`src/rtl/systolic_pkg.sv`:
```
// Shared constants and weight-state encoding for the systolic-array PEs.
package systolic_pkg;
  localparam int D_W_DEF   = 8;
  localparam int ACC_W_DEF = 32;

  typedef enum logic {
    W_EMPTY  = 1'b0,
    W_LOADED = 1'b1
  } w_state_e;
endpackage

```
`src/rtl/ws_pe_mac_if.sv`:
```
// Dataflow bundle of a weight-stationary PE: weight chain, activation, partial sum, fault/ovf control.
interface ws_pe_mac_if
  import systolic_pkg::*;
#(
  parameter int D_W   = D_W_DEF,
  parameter int ACC_W = ACC_W_DEF
);
  logic             w_load;
  logic [D_W-1:0]   w_in;
  logic [D_W-1:0]   w_out;
  logic [D_W-1:0]   a_in;
  logic             a_valid_in;
  logic [D_W-1:0]   a_out;
  logic             a_valid_out;
  logic [ACC_W-1:0] psum_in;
  logic [ACC_W-1:0] psum_out;
  logic             psum_valid_out;
  logic             fi_en;
  logic [ACC_W-1:0] fi_mask;
  logic             ovf;
  logic             ovf_clr;

  modport master (
    output w_load, w_in, a_in, a_valid_in, psum_in, fi_en, fi_mask, ovf_clr,
    input  w_out, a_out, a_valid_out, psum_out, psum_valid_out, ovf
  );

  modport slave (
    input  w_load, w_in, a_in, a_valid_in, psum_in, fi_en, fi_mask, ovf_clr,
    output w_out, a_out, a_valid_out, psum_out, psum_valid_out, ovf
  );
endinterface

```
`src/rtl/add_shift_multiplier_simple.sv`:
```
// Unsigned combinational add-shift multiplier: p = a * b, full 2*D_W width.
module add_shift_multiplier_simple #(
  parameter int D_W = 8
) (
  input  logic [D_W-1:0]   a,
  input  logic [D_W-1:0]   b,
  output logic [2*D_W-1:0] p
);
  logic [2*D_W-1:0] a_ext;

  assign a_ext = {{D_W{1'b0}}, a};

  always_comb begin
    p = '0;
    for (int i = 0; i < D_W; i++)
      if (b[i]) p = p + (a_ext << i);
  end
endmodule

```
`src/rtl/ws_pe_mac.sv`:
```
// Weight-stationary PE: psum_out <= psum_in + a_in*weight, with sticky overflow and psum fault XOR.
module ws_pe_mac
  import systolic_pkg::*;
#(
  parameter int D_W   = D_W_DEF,
  parameter int ACC_W = ACC_W_DEF
) (
  input logic        clk,
  input logic        rst,
  ws_pe_mac_if.slave pe
);
  w_state_e           w_state;
  logic [D_W-1:0]     weight_reg;
  logic [2*D_W-1:0]   prod;
  logic [2*D_W-1:0]   prod_eff;
  logic [ACC_W:0]     sum_full;
  logic [ACC_W-1:0]   sum;
  logic               carry;

  add_shift_multiplier_simple #(.D_W(D_W)) u_mul (
    .a (pe.a_in),
    .b (weight_reg),
    .p (prod)
  );

  // An unloaded PE must be transparent to the column, whatever stale weight it holds.
  assign prod_eff = (w_state == W_LOADED) ? prod : '0;
  assign sum_full = {1'b0, pe.psum_in} + (ACC_W+1)'(prod_eff);
  assign sum      = sum_full[ACC_W-1:0];
  assign carry    = sum_full[ACC_W];

  assign pe.w_out = weight_reg;

  always_ff @(posedge clk) begin
    if (rst) begin
      w_state           <= W_EMPTY;
      weight_reg        <= '0;
      pe.a_out          <= '0;
      pe.a_valid_out    <= 1'b0;
      pe.psum_out       <= '0;
      pe.psum_valid_out <= 1'b0;
      pe.ovf            <= 1'b0;
    end else begin
      // Load takes effect next cycle; this cycle's MAC sees the old weight and state.
      if (pe.w_load) begin
        weight_reg <= pe.w_in;
        w_state    <= W_LOADED;
      end
      pe.a_out          <= pe.a_in;
      pe.a_valid_out    <= pe.a_valid_in;
      pe.psum_valid_out <= pe.a_valid_in;
      if (pe.a_valid_in)
        pe.psum_out <= pe.fi_en ? (sum ^ pe.fi_mask) : sum;
      // Overflow tracks the true sum; a set in the same cycle beats a clear.
      if (pe.a_valid_in && carry) pe.ovf <= 1'b1;
      else if (pe.ovf_clr)        pe.ovf <= 1'b0;
    end
  end
endmodule

```
`src/flat_wrapper.sv`:
```
// flat-port wrapper written by rule: the top's interface ports become plain ports
module ws_pe_mac_flat import systolic_pkg::*;
#(
  parameter int D_W   = D_W_DEF,
  parameter int ACC_W = ACC_W_DEF
)
  (clk, rst, pe_w_load, pe_w_in, pe_a_in, pe_a_valid_in, pe_psum_in, pe_fi_en, pe_fi_mask, pe_ovf_clr, pe_w_out, pe_a_out, pe_a_valid_out, pe_psum_out, pe_psum_valid_out, pe_ovf);
  ws_pe_mac_if #(.D_W(D_W), .ACC_W(ACC_W)) pe_i ();
  input logic clk;
  input logic rst;
  input wire logic [$bits(pe_i.w_load)-1:0] pe_w_load;
  input wire logic [$bits(pe_i.w_in)-1:0] pe_w_in;
  input wire logic [$bits(pe_i.a_in)-1:0] pe_a_in;
  input wire logic [$bits(pe_i.a_valid_in)-1:0] pe_a_valid_in;
  input wire logic [$bits(pe_i.psum_in)-1:0] pe_psum_in;
  input wire logic [$bits(pe_i.fi_en)-1:0] pe_fi_en;
  input wire logic [$bits(pe_i.fi_mask)-1:0] pe_fi_mask;
  input wire logic [$bits(pe_i.ovf_clr)-1:0] pe_ovf_clr;
  output wire logic [$bits(pe_i.w_out)-1:0] pe_w_out;
  output wire logic [$bits(pe_i.a_out)-1:0] pe_a_out;
  output wire logic [$bits(pe_i.a_valid_out)-1:0] pe_a_valid_out;
  output wire logic [$bits(pe_i.psum_out)-1:0] pe_psum_out;
  output wire logic [$bits(pe_i.psum_valid_out)-1:0] pe_psum_valid_out;
  output wire logic [$bits(pe_i.ovf)-1:0] pe_ovf;
  assign pe_i.w_load = pe_w_load;
  assign pe_i.w_in = pe_w_in;
  assign pe_i.a_in = pe_a_in;
  assign pe_i.a_valid_in = pe_a_valid_in;
  assign pe_i.psum_in = pe_psum_in;
  assign pe_i.fi_en = pe_fi_en;
  assign pe_i.fi_mask = pe_fi_mask;
  assign pe_i.ovf_clr = pe_ovf_clr;
  assign pe_w_out = pe_i.w_out;
  assign pe_a_out = pe_i.a_out;
  assign pe_a_valid_out = pe_i.a_valid_out;
  assign pe_psum_out = pe_i.psum_out;
  assign pe_psum_valid_out = pe_i.psum_valid_out;
  assign pe_ovf = pe_i.ovf;
  ws_pe_mac #(.D_W(D_W), .ACC_W(ACC_W)) u_core (.clk(clk), .rst(rst), .pe(pe_i));
endmodule
```
`config.mk`:
```
export PLATFORM = sky130hd
export DESIGN_NAME = ws_pe_mac_flat
export DESIGN_NICKNAME = d
export VERILOG_FILES = /design/src/rtl/systolic_pkg.sv /design/src/rtl/ws_pe_mac_if.sv /design/src/rtl/add_shift_multiplier_simple.sv /design/src/rtl/ws_pe_mac.sv /design/src/flat_wrapper.sv
export SDC_FILE = /design/constraint.sdc
export NUM_CORES = 1
export LEC_CHECK = 0
export CAP_MARGIN = 20
export CORE_MARGIN = 2
export CORE_UTILIZATION = 42
export CTS_CLUSTER_DIAMETER = 80
export DETAILED_ROUTE_END_ITERATION = 12
export GPL_TIMING_DRIVEN = 0
export PLACE_DENSITY = 0.68
export REMOVE_ABC_BUFFERS = 1
export SLEW_MARGIN = 20
export SYNTH_ARGS = -nofsm -noshare
export SYNTH_HDL_FRONTEND = slang
export SYNTH_SLANG_ARGS = --single-unit
```
`constraint.sdc`:
```
create_clock -name clk -period 29 [get_ports clk]
set_input_delay 7.25 -clock clk [delete_from_list [all_inputs] [get_ports clk]]
set_output_delay 7.25 -clock clk [all_outputs]
set_load 0.05 [all_outputs]
```
Yosys cells after proc, flatten, opt, wreduce, memory -nomap -nowiden:

Index checks and enable logic that the tools add are counted.

* flip-flop bits (word level): 51
* input bits: 86
* output and inout bits: 51
* logic and storage cells: 29

* add/subtract/negate cells: 8
* muxes and demuxes: 12
* bitwise gates (word level): 1
* reductions and logical operators: 2

Operators with widths (count)
* 2-to-1 mux 16 bit: 8
* adder 32 x 16 -> 33 bit: 1
* 2-to-1 mux 32 bit: 1
* XOR 32 bit: 1
* adder 16 x 10 -> 16 bit: 1
* adder 16 x 11 -> 16 bit: 1
* adder 16 x 12 -> 16 bit: 1
* adder 16 x 13 -> 16 bit: 1
* adder 16 x 14 -> 16 bit: 1
* adder 16 x 15 -> 16 bit: 1
* adder 16 x 9 -> 16 bit: 1
* 2-to-1 mux 8 bit: 1
* 2-to-1 mux 1 bit: 2
* nonzero test 2 bit: 1
* logical AND 1 bit: 1

Depth between registers and ports, before layout:

Gate-level depths: netlist of the first run.

* depth in word-level cells: 19
* gate-level depth with buffers: 55
* gate-level depth less buffers: 52

Modules after synthesis:

A second synthesis of the first run with hierarchy kept.

* cell total of the unflattened synthesis: 879
* area, all modules: 6772.7 µm²

Modules (own cells, without submodules)
* ws_pe_mac: times used 1, cells an instance 434, area each 3514.6 µm², seq. area each 1021.0 µm²
* add_shift_multiplier_simple: times used 1, cells an instance 445, area each 3258.1 µm², seq. area each 0.0 µm²

Worst setup path before layout of the first run:

Ideal clock, no wire load.

* kind: input -> register
* start: input port pe_a_in[2]
* end: register u_core.pe.psum_out[28]
* library setup time: 0.117 ns
* arrival: 16.679 ns
* required time: 28.883 ns
* path slack: 12.204 ns
* stages on the path: 52
* buffers on the path: 1
* path through: buf_2 > nand2_1 > inv_1 > ha_1 > a2111o_1 > a32o_2 > a21oi_1 > xnor2_1 > nand2_1 > o21ai_0 > ha_1 > a21boi_0 > nand3b_1 > nor4b_1 > inv_1 > ha_1 > and2_1 > a311o_1 > [16 not listed] > nor2b_1 > o21ai_0 > a21oi_1 > o21a_1 > or2_2 > mux2i_1 > ha_1 > a21o_1 > a31oi_1 > xor2_1 > o221ai_1 > ha_1 > a211oi_1 > and3_1 > o21ai_0 > a221o_1 > a21o_1 > a32o_1

* cells in the longest elaborated chain, start to end: 19

Ends and longest elaborated chain
* start: declaration: line flat_wrapper.sv:13 `input wire logic [$bits(pe_i.a_in)-1:0] pe_a_in;`
* 2-to-1 mux 8 bit: line add_shift_multiplier_simple.sv:16 `if (b[i]) p = p + (a_ext << i);`
* adder 16 x 9 -> 16 bit: line add_shift_multiplier_simple.sv:16
* 2-to-1 mux 16 bit: line add_shift_multiplier_simple.sv:16
* adder 16 x 10 -> 16 bit: line add_shift_multiplier_simple.sv:16
* 2-to-1 mux 16 bit: line add_shift_multiplier_simple.sv:16
* adder 16 x 11 -> 16 bit: line add_shift_multiplier_simple.sv:16
* 2-to-1 mux 16 bit: line add_shift_multiplier_simple.sv:16
* adder 16 x 12 -> 16 bit: line add_shift_multiplier_simple.sv:16
* [3 not listed]
* adder 16 x 14 -> 16 bit: line add_shift_multiplier_simple.sv:16
* 2-to-1 mux 16 bit: line add_shift_multiplier_simple.sv:16
* adder 16 x 15 -> 16 bit: line add_shift_multiplier_simple.sv:16
* 2-to-1 mux 16 bit *: line add_shift_multiplier_simple.sv:16
* 2-to-1 mux 16 bit *: line ws_pe_mac.sv:27 `assign prod_eff = (w_state == W_LOADED) ? prod : '0;`
* adder 32 x 16 -> 33 bit *: line ws_pe_mac.sv:28 `assign sum_full = {1'b0, pe.psum_in} + (ACC_W+1)'(prod_eff);`
* XOR 32 bit: line ws_pe_mac.sv:53 `pe.psum_out <= pe.fi_en ? (sum ^ pe.fi_mask) : sum;`
* 2-to-1 mux 32 bit *: line ws_pe_mac.sv:53
* end signal: assignment: line ws_pe_mac.sv:53
* end: declaration: line ws_pe_mac_if.sv:30 `output w_out, a_out, a_valid_out, psum_out, psum_valid_out, ovf`

Every way passes the cells marked *; elsewhere a longest branch is shown, timed or not.
A chain may end at the register's enable or synchronous reset.

Worst setup path after layout of the first run:

Ends and elaborated chain as after synthesis.

==> summary.txt, run 1 <==
DRT Wirelength = 18.88 mm
clock buffer count from CTS = 5
Fillers = 1481
Post-synth EDFFs = 0
Reg-to-Reg End = u_core.pe.psum_out[28]
HPWL after DPL = 14.78 mm
Final Slew Violations = 0
Core ar. = 0.01515 mm²
drt wl/cell = 16.27 µm
ys async rst share = 0
min Tclk post-route = 18810 ps
CTS Hold Buffers Added = 0
worst r2r src = u_core.pe.w_out[0]
Final Wtd Congestion = 0.9231
cell area after synthesis = 0.006505 mm²
share of cells above drive strength 1 = 0.02980
All-Layer GR Usage = 0.2271
placed insts = 1153
DR WL met3 = 935 µm
Post-route DRC = 0
Finished Layout Cells = 1161
Met1 Wirelength = 8.797 mm
most frequent cells in the layout = 133 x clkdlybuf4s50_1, 98 x nand2_1, 76 x ha_1, 64 x nor2_1, 55 x a21oi_1
drt via density = 5.714
CTS Root Cell = clkbuf_16
Pleak = 0.003400 µW
worst setup path start = pe_a_in[2]
register area share after synthesis = 0.1570
# port buffers = 136
Area growth, synth to finish = 24.91%
mean post-synth cell area = 7.520 µm²
status = finished clean
Seq. cell area = 0.001021 mm²
YS warnings = 0
worst skew pair latency = 300 ps
die height = 128.5 µm
Final Util = 0.5365
Post-Syn Instances = 865
Fin. Hold Viols = 0
slowest stage cell, crit path = clkdlybuf4s50_1
Met2 Wirelength = 8.784 mm
Worst-Margin Slew = 937.1 ps
#FFs+latches synth = 51
Pwr Total = 330.5 µW
maxcap violations = 0
Pre-antenna DRT Iters = 5
uppermost layer routed = met5
cells on worst reg2reg path = 51
Resize count post-CTS = 0
Crit. End Element = flip-flop
Hold Slack = 471.4 ps
RSZ-0062 raised after global routing = no
Synth cell types = 72
Critical Path End = u_core.pe.psum_out[28]
Final Cycle Share = 0.6487
CP Launch Type = primary input
Initial Utilization = 0.4295
Antenna Cells = 0
Worst EP arrival = 19010 ps
vias in the first global route = 6141
global route overflow = 0
Setup-failing EPs final = 0
initial antenna violation count = 0
VDD IR max = 0.02269 mV
ANT nets after route = 0
critical path class = primary input to flip-flop
skew final = 7.273 ps
largest net degree at the start of global routing = 33
Worst-path clk slew = 70 ps
Reg2Reg Setup Slack = 17520 ps
crit path max fanout = 19
Starting DRT DRC Count = 344
Max clock buf depth = 2
Fmax achieved = 53.15 MHz
Critical Path RT = 29200 ps
Post-CTS Setup Bufs = 0
Crit path top cell by count = ha_1
Die W = 128.5 µm
CTS tree = done
vias = 6634
Rows = 45
global-route wire length before repair = 30.71 mm
Total Nets Final = 1142
clock sink count = 51
die area = 0.01650 mm²
CP max stage delay = 950 ps
most common cell after layout, fill and taps aside = clkdlybuf4s50_1
Hold WC Path Type = flip-flop to flip-flop
TNS Setup = 0 ps
I/O pin cnt = 137
Worst slew margin = 0.3699
Pwr per Cell Area = 40.68 mW/mm²
Top FF cell, synth = dfxtp_1
area of the multi-input gates = 0.005176 mm²
H-tree depth = 2
[stage by stage]
stage | area (µm²) | setup slack (ps)
after floorplan | 6355 | 12120
after global placement | 7951 | 9927
after detailed placement | 7984 | 9857
after CTS | 8125 | 10110
after global routing | 8125 | 9277
final | 8125 | 10190
[per-layer routing]
| metal | global-route usage | vias to the layer above |
|---|---|---|
| li1 | - | 3376 |
| met1 | 0.2975 | 3053 |
| met2 | 0.3942 | 180 |
| met3 | 0.02204 | 23 |
| met4 | 0.07111 | 2 |
| met5 | 0 | - |
[sequential cells by signal, summed over array words and instances (netlist names)]
name and cells:
u_core.pe.psum_out 32, u_core.pe.a_valid_out 1, u_core.pe.w_out 8, u_core.pe.ovf 1
u_core.w_state 1, u_core.pe.a_out 8
[critical path: cells and delay by family]
family,cells,cell delay (ps)
and+or+nand+nor,11,1900
buffers and inverters,5,1360
adders and majority gates,8,2620
muxes,2,360
xor gates and xnor gates,4,600
AOI/OAI and AO/OA,22,4900
[cell type report]
class / count / share of cell area
clock buffer: 6 / 0.01586
clock inverter: 2 / 0.001540
multi-input combinational: 734 / 0.6370
sequential: 51 / 0.1257
timing repair buffer: 138 / 0.1715
inverter: 42 / 0.01940
tap: 188 / 0.02895
[power by group]
| group | total [µW] | switching, µW | internal [µW] | leakage (µW) |
|---|---|---|---|---|
| registers | 82.9 | 6.18 | 76.7 | 0.000424 |
| logic | 187 | 107 | 80.7 | 0.00291 |
| clock network | 60.1 | 28.1 | 32.0 | 0.0000669 |
| total | 331 | 141 | 189 | 0.00340 |
[worst min-delay path by stage]
stage / depth (start not counted) / end / slack [ps] / from
floorplan: 2 / u_core.w_state / 540 / u_core.w_state
global placement: 1 / u_core.pe.psum_out[28] / 460 / u_core.pe.psum_out[28]
detailed placement: 1 / u_core.pe.psum_out[28] / 460 / u_core.pe.psum_out[28]
CTS: 2 / u_core.pe.ovf / 470 / u_core.pe.ovf
global route: 1 / u_core.pe.psum_out[28] / 490 / u_core.pe.psum_out[28]
finish: 1 / u_core.pe.psum_out[28] / 470 / u_core.pe.psum_out[28]
[synth_stat cells (all sizes together), types with 6 or more instances]
library cell | instances | area share
nor3b | 9 | 0.010
nand4 | 11 | 0.011
nand2 | 98 | 0.057
o21bai | 8 | 0.0092
and3 | 8 | 0.0077
a31oi | 17 | 0.016
nand3 | 27 | 0.021
nor2b | 14 | 0.013
nor2 | 64 | 0.037
o31a | 6 | 0.0081
and2 | 8 | 0.0077
a21o | 21 | 0.024
a211oi | 19 | 0.022
buf | 6 | 0.0046
o21a | 18 | 0.021
o21ai | 47 | 0.037
fa | 8 | 0.025
dfxtp | 51 | 0.16
a21oi | 55 | 0.042
ha | 76 | 0.15
xnor2 | 47 | 0.063
xor2 | 28 | 0.038
nand2b | 9 | 0.0087
nor3 | 26 | 0.020
clkbuf | 32 | 0.018
mux2i | 20 | 0.031
o211ai | 12 | 0.014
inv | 39 | 0.023
[kinds of logic (layout without fill, tap and decap cells)]
logic type	Yosys count	after routing	synth area share
adders and majority gates	84	84	0.1708
DFF	51	51	0.1570
buffers and inverters	80	188	0.04732
AOI/OAI and AO/OA	254	254	0.2670
xor gates and xnor gates	75	75	0.1010
and+or+nand+nor	296	296	0.2175
muxes	25	25	0.03943
No activity file was read; power rests on OpenSTA's default activity.
==> inputs of run 2 (changes only) <==
- clock period: 29 -> 19.6 ns (I/O delays scaled with it)
==> results of run 2 <==
The final DEF is identical to that of run 1. Status: finished clean.
Among the figures that moved: setup slack after placement 9857 ps -> 2807 ps; setup slack after layout 10190 ps -> 3137 ps; register-to-register setup slack 17520 ps -> 8120 ps; total power 330.5 µW -> 489.1 µW; worst IR drop on VDD 0.02269 mV -> 0.03357 mV
